--- config.mk ---
export PLATFORM = sky130hd
export DESIGN_NAME = burst_ram
export DESIGN_NICKNAME = d
export VERILOG_FILES = /design/src/rtl/burst_ram.sv
export SDC_FILE = /design/constraint.sdc
export NUM_CORES = 1
export LEC_CHECK = 0
export ABC_AREA = 1
export CORE_MARGIN = 3
export CORE_UTILIZATION = 50
export CTS_CLUSTER_SIZE = 24
export DETAILED_ROUTE_END_ITERATION = 8
export GPL_TIMING_DRIVEN = 0
export HOLD_SLACK_MARGIN = 0.05
export PLACE_DENSITY = 0.67
export SLEW_MARGIN = 40
export SYNTH_ARGS = -nofsm -noshare
export SYNTH_HDL_FRONTEND = slang
export SYNTH_SLANG_ARGS = --single-unit
--- constraint.sdc ---
create_clock -name clk -period 3.2 [get_ports clk]
set_clock_uncertainty 0.2 [all_clocks]
set_input_delay 0.64 -clock clk [delete_from_list [all_inputs] [get_ports clk]]
set_output_delay 0.64 -clock clk [all_outputs]
set_load 0.02 [all_outputs]
--- src/rtl/burst_ram.sv ---
// Single-port synchronous RAM that clears itself to INIT_VAL after reset, then serves
// single or burst accesses through an auto-incrementing pointer; read data is registered with a valid strobe.
module burst_ram #(
  parameter int N = 8,
  parameter int M = 32,
  parameter logic [N-1:0] INIT_VAL = '0,
  localparam int AW = $clog2(M)
) (
  input  logic          clk,
  input  logic          rst_n,
  input  logic          Addr_load,
  input  logic [AW-1:0] Addr,
  input  logic          WE,
  input  logic          RE,
  input  logic          Inc,
  input  logic [N-1:0]  Data_in,
  output logic [N-1:0]  Data_out,
  output logic          Valid,
  output logic          Ready,
  output logic [AW-1:0] Ptr,
  output logic          Err
);

  localparam logic [AW-1:0] LAST = AW'(M - 1);

  typedef enum logic {INIT, RUN} state_t;

  state_t        state;
  logic [AW-1:0] idx;
  logic [N-1:0]  ram [0:M-1];

  logic          oob;
  logic [AW-1:0] ea;
  logic [AW-1:0] ptr_nxt;
  logic          mem_we;
  logic [AW-1:0] mem_addr;
  logic [N-1:0]  mem_dat;

  // Out-of-range loads redirect the access to address 0 and flag Err.
  assign oob     = Addr_load && ({1'b0, Addr} >= (AW+1)'(M));
  assign ea      = oob ? '0 : (Addr_load ? Addr : Ptr);
  assign ptr_nxt = Inc ? ((ea == LAST) ? '0 : ea + AW'(1)) : ea;

  always_comb begin
    mem_we   = 1'b0;
    mem_addr = ea;
    mem_dat  = Data_in;
    if (state == INIT) begin
      mem_we   = rst_n;
      mem_addr = idx;
      mem_dat  = INIT_VAL;
    end else begin
      mem_we   = rst_n && WE;
    end
  end

  always_ff @(posedge clk) begin
    if (mem_we) ram[mem_addr] <= mem_dat;
  end

  // Read samples the pre-write contents, giving read-first behaviour on collisions.
  always_ff @(posedge clk) begin
    if (!rst_n) begin
      state    <= INIT;
      idx      <= '0;
      Ready    <= 1'b0;
      Ptr      <= '0;
      Valid    <= 1'b0;
      Err      <= 1'b0;
      Data_out <= '0;
    end else begin
      case (state)
        INIT: begin
          Valid <= 1'b0;
          Err   <= 1'b0;
          idx   <= idx + AW'(1);
          if (idx == LAST) begin
            state <= RUN;
            Ready <= 1'b1;
          end
        end
        RUN: begin
          Valid <= RE;
          Err   <= oob;
          Ptr   <= ptr_nxt;
          if (RE) Data_out <= ram[ea];
        end
        default: state <= INIT;
      endcase
    end
  end

endmodule

; ---- Word-level counts from Yosys, hierarchy flattened
; Memory sizes are Yosys's and may differ from the RTL's. A register that Yosys moved wholly into a read port is not among the register bits.
; Index checks and enable logic that the tools add are counted.
[totals]
ramBits = 256
out_inout_bits = 16
memories = 1
register_bits = 13
input_bits = 19
[mem_list]
columns = name, depth, width, read_ports, rd_ports_with_merged_regs, wr, line_no
row1 = ram, 32, 8, 1, 1, 1, 30  ; logic [N-1:0] ram [0:M-1];
[classes]
reduce_logical = 4
mux = 11
bitwise = 1
add_sub_neg = 2
eq_ne = 2
[op_table]
columns = operator, count
row1 = 2-to-1 mux 5 bit, 4
row2 = "adder 5 x 1 -> 5 bit, second input constant", 2
row3 = "== test 5 bit, second input constant", 2
row4 = 2-to-1 mux 8 bit, 1
row5 = 2-to-1 mux 1 bit, 5
row6 = AND reduction 2 bit, 2
row7 = case mux 1 bit (2 select lines), 1
row8 = logical AND 1 bit, 1
row9 = logical NOT 1 bit, 1
row10 = inverter 1 bit, 1

; ---- Logic depth before layout (Yosys ltp)
[depth]
word_depth = 4
mapped_depth = 13
ltp_nobuf = 11

; ---- Least setup slack after synthesis
; Ideal clock, no wire load.
[synth_path]
kind = in2reg
from = input port Addr_load
to = memory ram[11][0] (enable)
arrival_ns = 2.114
path_buffers = 2
setup_ns = 0.370
stages = 7
slack_ns = 0.515
cell_sequence = buf_6 -> nand2_1 -> nand2_2 -> buf_2 -> a21oi_1 -> nand3_1 -> nor2_1
[synth_via]
elab_chain_len = 2
[synth_rtl]
columns = item, line_no
row1 = "start, declared", 11  ; input logic Addr_load,
row2 = 2-to-1 mux 5 bit, 41  ; assign ea = oob ? '0 : (Addr_load ? Addr : Ptr);
row3 = 2-to-1 mux 5 bit, 48  ; if (state == INIT) begin
row4 = "end, declared", 30
; No other way between the ends.

; ---- Final worst setup path
[layout_path]
from = input port Addr[0]
to = memory ram[10][4] (enable)
[layout_via]
elab_chain_len = 2
[layout_rtl]
columns = item, line_no
row1 = "start, declared", 12  ; input logic [AW-1:0] Addr,
row2 = 2-to-1 mux 5 bit, 41
row3 = 2-to-1 mux 5 bit, 48
; No other way between the ends.

==> results.ini <==
[outcome]
run_status=finished clean

[clock_network]
clock_sinks=277
cts_buffer_depth=3
clk_latency_ns=0.54
numCtsBuffers=29
post_cts_buffers=0
htreeDepth=1
path_clk_slew_ns=0.06
cts_tree=built
clock-root-buffer=clkbuf_16

[placement]
dpl.hpwl_um=20600
postPlaceCellArea_sq_um=13000
port_buffers=31
place_ws_ns=-1.03
place_congestion=0.939

[pwr]
p_per_area_nw_per_um2=545
p_total_mw=7.73
vdd_drop_max_v=0.000414
p_leak_nw=5.74

[min_path]
hp-class=flip-flop to flip-flop

[layout]
nNetsFinal=1310
syn_to_final_growth_pct=15.9
design_area_sq_um=14200
diodes=0
layout-drive-gt1-share_pct=10.0

[detailed_routing]
routed_wl_um=32100
drtAntennaViolNets=0
drc=0
vias_per_cell=5.36
first_pass_iters=8
wire_per_inst_um=19.7
drt_iter0_drc=965
num_vias=8722

[setup_path]
cp.required_ns=3.21
worstPathArrival_ns=3.16
end_kind=flip-flop
critPathLaunchType=primary input
crit_fanout=10
critical_path_class=primary input to flip-flop

[synthesis]
yosysUniqueCellTypes=28
synthFlopType=edfxtp_1
netlist.area_leader.share_pct=62.8
synthArstFlopShare_pct=0
postSynthCellCount=1225
syn_area_sq_um=12200
syn_avg_cell_area_sq_um=10.0
synthTopCellsByArea=edfxtp_1, nand3_1, nand2_1
yosysWarnings=0
yosysTopAreaCell=edfxtp_1
synth_edf_count=256
ys_ff_latch=277
seq_area_frac_synth_pct=66.2
synth_nets=1248

[global_route]
antenna_found_initial=0
grt_overflow=0
grt_pass1_vias=8278
grtUsageTotal_pct=24.2
grt_max_degree=33
grt_first_pass_wirelength_um=48100

[timing]
finalWorstSetupSlack_ns=0.0536
maxSlewViolCount=0
period_needed_ns=3.15
slew_headroom_pct=45.0
tightest_slew_ns=0.816
max_freq_ghz=0.318
hold_viol_final=0
setup_violations=0
fin_crit_sh_pct=98.3
setup_tns_ns=0

[floorplan]
die_area_sq_um=26400
fp.dieH_um=162
io_pins=35
core_sq_um=23800
rows=56
die_x_um=162
initial_core_util_pct=51.5

[flow_run]
max-cap-violations=0

-- worst max-delay path, cell delays in order --
cell	delay [ns]
clkdlybuf4s50_1	0.43
inv_1	0.06
nand2_1	0.18
nand2_2	0.37
buf_2	0.33
a21oi_2	0.15
inv_1	0.20
nand3_4	0.36
nor2_4	0.42
-- final cells by class --
class	count	area [sq um]
plain buffers	62	320
clock buffers	44	842
clock inverters	9	95.1
fillers	1999	9570
inverters	208	781
multi-input cells	678	3330
flip-flops and latches	277	8110
well taps	319	399
repair buffers	31	310
-- registers in the layout, summed over array words and instances (netlist names) --
name / cells
Ready: 1
state: 1
ram: 256
Valid: 1
idx: 5
Data_out: 8
Ptr: 5
-- cells in the final DEF, fill, tap and decap left out, types with 3 or more instances in the layout --
cell type / n
clkbuf_16: 29
o21ai_1: 4
nand3_4: 4
clkbuf_1: 25
clkinv_1: 5
a21oi_1: 36
edfxtp_1: 256
inv_2: 11
o21ai_0: 7
nor2_1: 31
buf_1: 10
nor3_1: 3
clkdlybuf4s50_1: 31
nand2_2: 3
inv_1: 196
buf_6: 6
nor2_4: 32
dfxtp_1: 21
buf_2: 28
ha_1: 4
nand3_1: 265
clkbuf_8: 6
nand2_1: 276
-- what timing repair did --
item / in CTS / in global routing
hold buffers: 0 / 0
gates resized for setup: 49 / 25
pin swaps: 0 / 1
endpoints found under the setup margin: 256 / 256
-- cells by family after synthesis --
| family | share of synthesized area [%] |
|---|---|
| DFF | 66.2 |
| xor gates and xnor gates | 0.215 |
| AOI/OAI and AO/OA | 2.24 |
| adders and majority gates | 0.409 |
| buffers and inverters | 8.99 |
| other | 0.0306 |
| and+or+nand+nor | 21.9 |
-- final timing paths --
check | start | end | slack [ns] | depth (start not counted)
setup / recovery | Addr[0] | ram[10][4] | 0.05 | 9
hold / removal | Data_out[2] | Data_out[2] | 0.27 | 2
setup reg to reg | Ptr[0] | ram[10][4] | 0.27 | 8
hold reg to reg | Data_out[2] | Data_out[2] | 0.27 | 2
-- through the flow --
| step | hold WS, ns | utilization, % | cells |
|---|---|---|---|
| floorplan | 0.256 | - | 1225 |
| global placement | 0.256 | 54.5 | 1575 |
| detailed placement | 0.258 | 54.5 | 1575 |
| CTS | 0.267 | 59.2 | 1628 |
| global route | 0.292 | 59.7 | 1628 |
| finish | 0.267 | 59.7 | 1628 |
-- power breakdown --
part,switching [mW],internal [mW]
Clock,1.33,1.96
Sequential,0.00757,3.92
Combinational,0.358,0.149
-- metal layers --
metal	vias up	wire length, um	global-route usage (%)	part of all wire [%]
met4	0	770	6.94	2.4
met1	4121	13000	32.5	40
met3	64	2620	4.37	8.1
met5	-	0	0	0
met2	373	15800	40.9	49
li1	4164	-	-	-
-- cells in the mapped netlist, types with 2 or more instances --
library cell  instances
or2_1                 2
buf_2                28
ha_1                  4
buf_1                10
buf_4                 2
a21oi_1              37
nand2_1             276
o21ai_1               4
clkbuf_1             16
edfxtp_1            256
o21ai_0               7
dfxtp_1              21
inv_1               204
nand2_2               3
nand3_1             269
inv_2                 3
buf_6                 6
nor3_1                3
xor2_1                2
nor2_1               64
Note: power is estimated with default switching activity, not from simulation.
